**config.mk**
```make
export PLATFORM = sky130hd
export DESIGN_NAME = multicycle_ctrl
export DESIGN_NICKNAME = d
export VERILOG_FILES = /design/src/rtl/rv_ctrl_pkg.sv /design/src/rtl/alu_decode.sv /design/src/rtl/multicycle_ctrl.sv
export SDC_FILE = /design/constraint.sdc
export NUM_CORES = 1
export LEC_CHECK = 0
export ABC_CLOCK_PERIOD_IN_PS = 2700
export BUFFER_PORTS_ARGS = -buffer_cell sky130_fd_sc_hd__buf_2
export CAP_MARGIN = 5
export CORE_MARGIN = 2
export CORE_UTILIZATION = 54
export DETAILED_ROUTE_END_ITERATION = 12
export PLACE_DENSITY = 0.86
export SLEW_MARGIN = 20
export SYNTH_ARGS = -nofsm -noshare
export SYNTH_HDL_FRONTEND = slang
export SYNTH_SLANG_ARGS = --single-unit
```
**constraint.sdc**
```tcl
create_clock -name clk -period 2.7 [get_ports clk]
set_input_delay 0.405 -clock clk [delete_from_list [all_inputs] [get_ports clk]]
set_output_delay 0.405 -clock clk [all_outputs]
set_load 0.03 [all_outputs]
```
**src/rtl/rv_ctrl_pkg.sv**
```systemverilog
// ---------------------------------------------------------------------------
// rv_ctrl_pkg
//   Shared encodings for the RV32I multi-cycle control path:
//     - state_t   : sequencer states
//     - iclass_t  : instruction class latched in DECODE
//     - OP_*      : supported major opcodes (instruction[6:0])
//     - ALU_*     : 4-bit ALU operation codes driven on alu_sel
//     - decode_class() : opcode -> instruction class (CLS_NONE = illegal)
// ---------------------------------------------------------------------------
package rv_ctrl_pkg;

    typedef enum logic [2:0] {
        ST_IDLE   = 3'd0,
        ST_FETCH  = 3'd1,
        ST_DECODE = 3'd2,
        ST_EXEC   = 3'd3,
        ST_MEM    = 3'd4,
        ST_WB     = 3'd5,
        ST_TRAP   = 3'd6
    } state_t;

    typedef enum logic [2:0] {
        CLS_NONE   = 3'd0,
        CLS_R      = 3'd1,
        CLS_I      = 3'd2,
        CLS_LOAD   = 3'd3,
        CLS_STORE  = 3'd4,
        CLS_BRANCH = 3'd5
    } iclass_t;

    localparam logic [6:0] OP_R      = 7'b0110011;
    localparam logic [6:0] OP_I      = 7'b0010011;
    localparam logic [6:0] OP_LOAD   = 7'b0000011;
    localparam logic [6:0] OP_STORE  = 7'b0100011;
    localparam logic [6:0] OP_BRANCH = 7'b1100011;

    localparam logic [3:0] ALU_ADD  = 4'b0000;
    localparam logic [3:0] ALU_SUB  = 4'b0001;
    localparam logic [3:0] ALU_SLL  = 4'b0010;
    localparam logic [3:0] ALU_SLT  = 4'b0011;
    localparam logic [3:0] ALU_XOR  = 4'b0100;
    localparam logic [3:0] ALU_SRL  = 4'b0101;
    localparam logic [3:0] ALU_OR   = 4'b0110;
    localparam logic [3:0] ALU_AND  = 4'b0111;
    localparam logic [3:0] ALU_SLTU = 4'b1000;
    localparam logic [3:0] ALU_SRA  = 4'b1001;

    function automatic iclass_t decode_class(input logic [6:0] opcode);
        case (opcode)
            OP_R:      return CLS_R;
            OP_I:      return CLS_I;
            OP_LOAD:   return CLS_LOAD;
            OP_STORE:  return CLS_STORE;
            OP_BRANCH: return CLS_BRANCH;
            default:   return CLS_NONE;
        endcase
    endfunction

endpackage

```
**src/rtl/alu_decode.sv**
```systemverilog
// ---------------------------------------------------------------------------
// alu_decode
//   Combinational mapping of (instruction class, funct3, funct7_5) to the
//   4-bit ALU operation code.
//   Ports:
//     cls      in  iclass_t  instruction class
//     funct3   in  3         instruction[14:12]
//     funct7_5 in  1         instruction[30]
//     alu_sel  out 4         ALU operation (ALU_* encoding)
// ---------------------------------------------------------------------------
module alu_decode
    import rv_ctrl_pkg::*;
(
    input  iclass_t      cls,
    input  logic [2:0]   funct3,
    input  logic         funct7_5,
    output logic [3:0]   alu_sel
);

    // NOTE: assign a default before any branching in always_comb so every
    // path drives the output and no latch is inferred.
    always_comb begin
        alu_sel = ALU_ADD;
        case (cls)
            CLS_R, CLS_I: begin
                case (funct3)
                    // ADDI has no subtract form: bit 30 is immediate data there.
                    3'b000: alu_sel = (cls == CLS_R && funct7_5) ? ALU_SUB : ALU_ADD;
                    3'b001: alu_sel = ALU_SLL;
                    3'b010: alu_sel = ALU_SLT;
                    3'b011: alu_sel = ALU_SLTU;
                    3'b100: alu_sel = ALU_XOR;
                    // SRAI does encode bit 30, so it is honoured for both classes.
                    3'b101: alu_sel = funct7_5 ? ALU_SRA : ALU_SRL;
                    3'b110: alu_sel = ALU_OR;
                    3'b111: alu_sel = ALU_AND;
                    default: alu_sel = ALU_ADD;
                endcase
            end
            CLS_BRANCH: alu_sel = ALU_SUB;
            default:    alu_sel = ALU_ADD;
        endcase
    end

endmodule

```
**src/rtl/multicycle_ctrl.sv**
```systemverilog
// ---------------------------------------------------------------------------
// multicycle_ctrl
//   Multi-cycle RV32I sequencer: IDLE -> FETCH -> DECODE -> EXEC -> [MEM] ->
//   [WB] -> FETCH. Handshakes with instruction/data memory, drives register
//   file, PC and ALU controls, and traps (sticky until reset) on unsupported
//   opcodes.
//
//   Optional feature (macro MULTICYCLE_CTRL_PERF_EN): adds 32-bit cycle_cnt
//   (cycles spent outside IDLE/TRAP) and instret_cnt (pc_write strobes).
//
//   Ports:
//     clk, rst_n          clock (rising edge), async active-low reset
//     en                  run enable, sampled whenever FETCH would be entered
//     opcode/funct3/funct7_5  instruction fields from IR
//     alu_zero            ALU result is zero (branch compare)
//     imem_ready/dmem_ready   memory handshake completions
//     imem_req, ir_write  fetch request / IR load
//     dmem_req, dmem_we   data access request / store
//     alu_sel, alu_src    ALU operation / operand-B select (1 = immediate)
//     reg_write, mem_to_reg   register write / writeback from memory
//     pc_write, pc_sel    PC update strobe / 1 = branch target
//     trap                illegal opcode, sticky
//     cycle_cnt, instret_cnt  (MULTICYCLE_CTRL_PERF_EN only)
// ---------------------------------------------------------------------------
module multicycle_ctrl
    import rv_ctrl_pkg::*;
(
    input  logic         clk,
    input  logic         rst_n,
    input  logic         en,
    input  logic [6:0]   opcode,
    input  logic [2:0]   funct3,
    input  logic         funct7_5,
    input  logic         alu_zero,
    input  logic         imem_ready,
    input  logic         dmem_ready,
    output logic         imem_req,
    output logic         ir_write,
    output logic         dmem_req,
    output logic         dmem_we,
    output logic [3:0]   alu_sel,
    output logic         alu_src,
    output logic         reg_write,
    output logic         mem_to_reg,
    output logic         pc_write,
    output logic         pc_sel,
    output logic         trap
`ifdef MULTICYCLE_CTRL_PERF_EN
    ,
    output logic [31:0]  cycle_cnt,
    output logic [31:0]  instret_cnt
`endif
);

    state_t      state;
    state_t      state_next;
    iclass_t     cls_q;
    iclass_t     cls_dec;
    logic [3:0]  alu_sel_q;
    logic [3:0]  alu_sel_dec;
    logic [2:0]  funct3_q;
    logic        branch_taken;
    state_t      after_instr;

    assign cls_dec = decode_class(opcode);

    alu_decode u_alu_decode (
        .cls      (cls_dec),
        .funct3   (funct3),
        .funct7_5 (funct7_5),
        .alu_sel  (alu_sel_dec)
    );

    // NOTE: sequential state uses non-blocking assignments so every flop
    // samples the pre-edge value of its inputs, independent of block order.
    // The decoded-instruction registers are reset too: they are a handful of
    // control flops, and a known value keeps the outputs clean after reset.
    always_ff @(posedge clk or negedge rst_n) begin
        if (!rst_n) begin
            state     <= ST_IDLE;
            cls_q     <= CLS_NONE;
            alu_sel_q <= ALU_ADD;
            funct3_q  <= '0;
        end else begin
            state <= state_next;
            if (state == ST_DECODE) begin
                cls_q     <= cls_dec;
                alu_sel_q <= alu_sel_dec;
                funct3_q  <= funct3;
            end
        end
    end

    // Completing an instruction only starts the next fetch while enabled,
    // so dropping en mid-instruction lets the current one finish.
    assign after_instr = en ? ST_FETCH : ST_IDLE;

    always_comb begin
        state_next = state;
        case (state)
            ST_IDLE:   if (en) state_next = ST_FETCH;
            ST_FETCH:  if (imem_ready) state_next = ST_DECODE;
            ST_DECODE: state_next = (cls_dec == CLS_NONE) ? ST_TRAP : ST_EXEC;
            ST_EXEC: begin
                case (cls_q)
                    CLS_R, CLS_I:        state_next = ST_WB;
                    CLS_LOAD, CLS_STORE: state_next = ST_MEM;
                    CLS_BRANCH:          state_next = after_instr;
                    default:             state_next = ST_TRAP;
                endcase
            end
            ST_MEM: begin
                if (dmem_ready)
                    state_next = (cls_q == CLS_STORE) ? after_instr : ST_WB;
            end
            ST_WB:     state_next = after_instr;
            ST_TRAP:   state_next = ST_TRAP;
            default:   state_next = ST_IDLE;
        endcase
    end

    // Only BEQ and BNE select the branch target; other funct3 fall through.
    always_comb begin
        case (funct3_q)
            3'b000:  branch_taken = alu_zero;
            3'b001:  branch_taken = !alu_zero;
            default: branch_taken = 1'b0;
        endcase
    end

    always_comb begin
        imem_req   = 1'b0;
        ir_write   = 1'b0;
        dmem_req   = 1'b0;
        dmem_we    = 1'b0;
        alu_sel    = ALU_ADD;
        alu_src    = 1'b0;
        reg_write  = 1'b0;
        mem_to_reg = 1'b0;
        pc_write   = 1'b0;
        pc_sel     = 1'b0;
        trap       = 1'b0;
        case (state)
            ST_FETCH: begin
                imem_req = 1'b1;
                ir_write = imem_ready;
            end
            ST_EXEC: begin
                alu_sel = alu_sel_q;
                alu_src = cls_q inside {CLS_I, CLS_LOAD, CLS_STORE};
                if (cls_q == CLS_BRANCH) begin
                    pc_write = 1'b1;
                    pc_sel   = branch_taken;
                end
            end
            ST_MEM: begin
                dmem_req = 1'b1;
                dmem_we  = (cls_q == CLS_STORE);
                // A store has no writeback, so it retires here.
                pc_write = dmem_ready && (cls_q == CLS_STORE);
            end
            ST_WB: begin
                reg_write  = 1'b1;
                mem_to_reg = (cls_q == CLS_LOAD);
                pc_write   = 1'b1;
            end
            ST_TRAP: trap = 1'b1;
            default: ;
        endcase
    end

`ifdef MULTICYCLE_CTRL_PERF_EN
    always_ff @(posedge clk or negedge rst_n) begin
        if (!rst_n) begin
            cycle_cnt   <= '0;
            instret_cnt <= '0;
        end else begin
            if (state != ST_IDLE && state != ST_TRAP)
                cycle_cnt <= cycle_cnt + 32'd1;
            if (pc_write)
                instret_cnt <= instret_cnt + 32'd1;
        end
    end
`endif

endmodule

```
==> summary.md <==
| Metric | Value |
|---|---|
| Mapped Area | between 900 and 1000 um2 |
| Largest net degree at the start of global routing | 14 |
| Post-Route WL | 2140 um |
| I/O pin count | 31 |
| Post-DRT Antenna Nets | 0 |
| Run status | finished clean |
| Critical Path Max Stage Delay | 0.58 ns |
| Worst Path Required | 2.30 ns |
| # clock sinks | 13 |
| IO buf count | 30 |
| Post-DR vias/cell | approximately 5.4 |
| H-tree levels | 1 |
| Drc violations | 0 |
| First-pass GRT wire length | 3420 um |
| Drt pass-1 iters | 4 |
| R2r endpoint | state[2]$_DFFE_PN0P_ |
| Hold Path End | funct3_q[1]$_DFFE_PN0P_ |
| Slew @ Worst Pin | roughly 0.38 ns |
| Max-cap viol count | 0 |
| Post-CTS Resized | 0 |
| Core footprint | 1730 um2 |
| Count of final hold-check violations | 0 |
| Clock Path Buffers | 2 |
| Rel. slew slack | 74.3% |
| DP HPWL | about 1700 um |
| Clk slew on worst S/H paths | around 0.090 ns |
| Hold crit path type | input pin to flip-flop |
| Critical path buffers and inverters | 2 |
| Diodes inserted | 0 |
| TritonCTS Buffers | 3 |
| TritonCTS clock tree | built |
| Vias in the first global route | between 800 and 900 |
| Synth Net Count | 128 |
| Pwr dens | 823 nW/um2 |
| Min Clock Period, post-route | between 2 and 2.5 ns |
| Synthesized area per cell | 8.98 um2 |
| Horiz. Die Dim | roughly 47 um |
| Synth warn | 0 |
| Global route overflow | 0 |
| Yosys reg bits | 13 |
| WL/cell | 12.8 um |
| Setup Skew | 0.00457 ns |
| Worst reg2reg setup slack | 1.12 ns |
| Reg-to-Reg Start | state[2]$_DFFE_PN0P_ |
| Hold_buf cts | 0 |
| Clock latency on the worst-skew pair | 0.28 ns |
| Area of the die | 2210 um2 |
| TNS Setup | 0 ns |
| Critical Setup Path Class | flip-flop to output pin |
| Unique masters post-synth | 40 |
| Initial DRC count | 24 |
| Commonest non-fill, non-tap cell in the layout | buf_2 |
| Gate Count Post-Synth | 111 |
| Worst EP arrival | between 1.5 and 2 ns |
| Logic pwr share | 50.0% |
| Sw power | 0.451 mW |
| Critical path, cell by cell | inv_1 > nor2_4 > nand3_2 > nor4_2 > buf_2 |
| Worst-case reg-to-reg path depth | 3 |
| Switching share of total power | 46.7% |
| RSZ-0062 raised after global routing | false |
| Rows | 15 |
| Highest ir drop seen on vdd | 484 uV |
| End-of-flow core utilization | 68.0% |
| Clock Power Share | between 10% and 20% |
| Endpoints failing setup | 0 |
| Share of power burned in registers | 37.2% |
| Root Buffer | clkbuf_4 |
| CP endpoint kind | output pin |
| Final net count | between 150 and 200 |
| Setup crit start kind | flip-flop |
| Commonest non-fill, non-tap cells in the layout | buf_2 (30), nand2_1 (18), dfrtp_1 (13) |
| Starting Density | 57.8% |
| Worst hold path depth | 3 |
| Tcrit/Tclk final | 82.4% |
| CP max FO | 9 |
| Min-delay src | funct3[1] |
| Placer Congestion | 0.755 |
| Layout cells sized above 1 | 35.2% |
| Peak Freq | between 400 and 500 MHz |
| CP Launch Point | state[1]$_DFFE_PN0P_ |
| CP max-delay cell | dfrtp_1 |
| Via count | 901 |
| Leak | 0.581 nW |
| Register area share after synthesis | 32.6% |
| Initial antenna violation count | 0 |
| Tot GR Track Use | 21.4% |
| Area growth syn-to-layout | 17.7% |
| Die Span Y | 47.0 um |
| Internal power | 0.515 mW |
| Setup bufs post-CTS | 0 |
| Family with the most delay on the worst path | flip-flops |
| Pins Over Slew Limit | 0 |
per-stage QoR:
step | cells | hold slack [ns] | setup WS [ns] | total power [mW] | area [um2]
after floorplan | 111 | 0.109 | 0.765 | 0.772 | 997
after global placement | 162 | 0.309 | 0.880 | 0.825 | 1140
after detailed placement | 162 | 0.311 | 0.786 | 0.844 | 1140
after CTS | 166 | 0.0110 | 0.482 | 0.967 | 1160
after global routing | 167 | 0.405 | 0.351 | 1.04 | 1170
final | 167 | 0.404 | 0.475 | 0.966 | 1170
worst register-to-register path: cells and delay by family (launching register included):
family | cells | cell delay, ns
muxes | 1 | 0.40
DFF | 1 | 0.58
AOI/OAI and AO/OA | 2 | 0.47
area by class of cell:
class                      instances  area (um2)
inverter                           4        15.0
tap                               25        31.3
timing repair buffer              31         160
fill                             141         553
clock buffer                       4        26.3
multi-input combinational         90         616
sequential                        13         325
routing by layer:
layer / track usage (%) / wire (um) / vias up
met4: 5.00 / 14 / 0
met1: 29.0 / 955 / 419
met2: 35.6 / 1060 / 27
li1: - / - / 453
met5: 0 / 0 / -
met3: 3.46 / 106 / 2
synthesized netlist by cell type, drive strengths merged:
cell type,count,share of area [%]
a21oi,7,3.5
or3,1,1.1
dfrtp,13,33
o21ai,8,4.8
buf,4,4.1
mux2i,1,1.0
o21a,1,0.75
nand4bb,1,1.1
or2,1,0.63
a21o,1,0.75
inv,4,1.5
o221ai,1,0.88
nand2b,6,6.0
xnor2,3,2.6
nor3,2,1.0
and2,7,4.4
o31ai,3,3.3
o211ai,1,0.75
a22o,1,0.88
o22a,1,0.88
nor4,1,1.3
o2bb2ai,1,0.88
o311ai,1,1.6
a22oi,1,0.75
mux2,1,1.1
nor2,6,3.3
nor2b,6,3.8
nor3b,2,2.5
a2bb2oi,1,1.5
nand2,18,6.8
nand3,3,2.0
and3,3,1.9
sequential cells by signal, summed over array words and instances (netlist names):
| name | flops |
|---|---|
| alu_sel_q | 4 |
| cls_q | 3 |
| state | 3 |
| funct3_q | 3 |
power groups by stage:
stage               Clock [mW]  Combinational (mW)  Sequential, mW
floorplan                    0               0.475           0.296
global placement             0               0.471           0.355
detailed placement           0               0.482           0.362
CTS                      0.126               0.482           0.358
global route             0.143               0.529           0.369
finish                   0.124               0.483           0.359
kinds of logic (layout without fill, tap and decap cells):
| kind of cell | count (synthesis) | in the layout | share of synthesized area, % |
|---|---|---|---|
| buf+inv | 8 | 39 | 5.65 |
| simple gates | 57 | 57 | 35.8 |
| compound gates | 28 | 28 | 21.2 |
| mux | 2 | 2 | 2.13 |
| flops | 13 | 13 | 32.6 |
| xor+xnor | 3 | 3 | 2.64 |
worst max path at each step:
stage,end,slack [ns],cells after the start
2_1_floorplan,pc_sel,0.76,5
3_3_place_gp,pc_sel,0.88,5
3_5_place_dp,pc_sel,0.79,5
4_1_cts,pc_sel,0.48,5
5_1_grt,pc_sel,0.35,5
6_report,pc_sel,0.47,5
No activity file was read; power rests on OpenSTA's default activity.
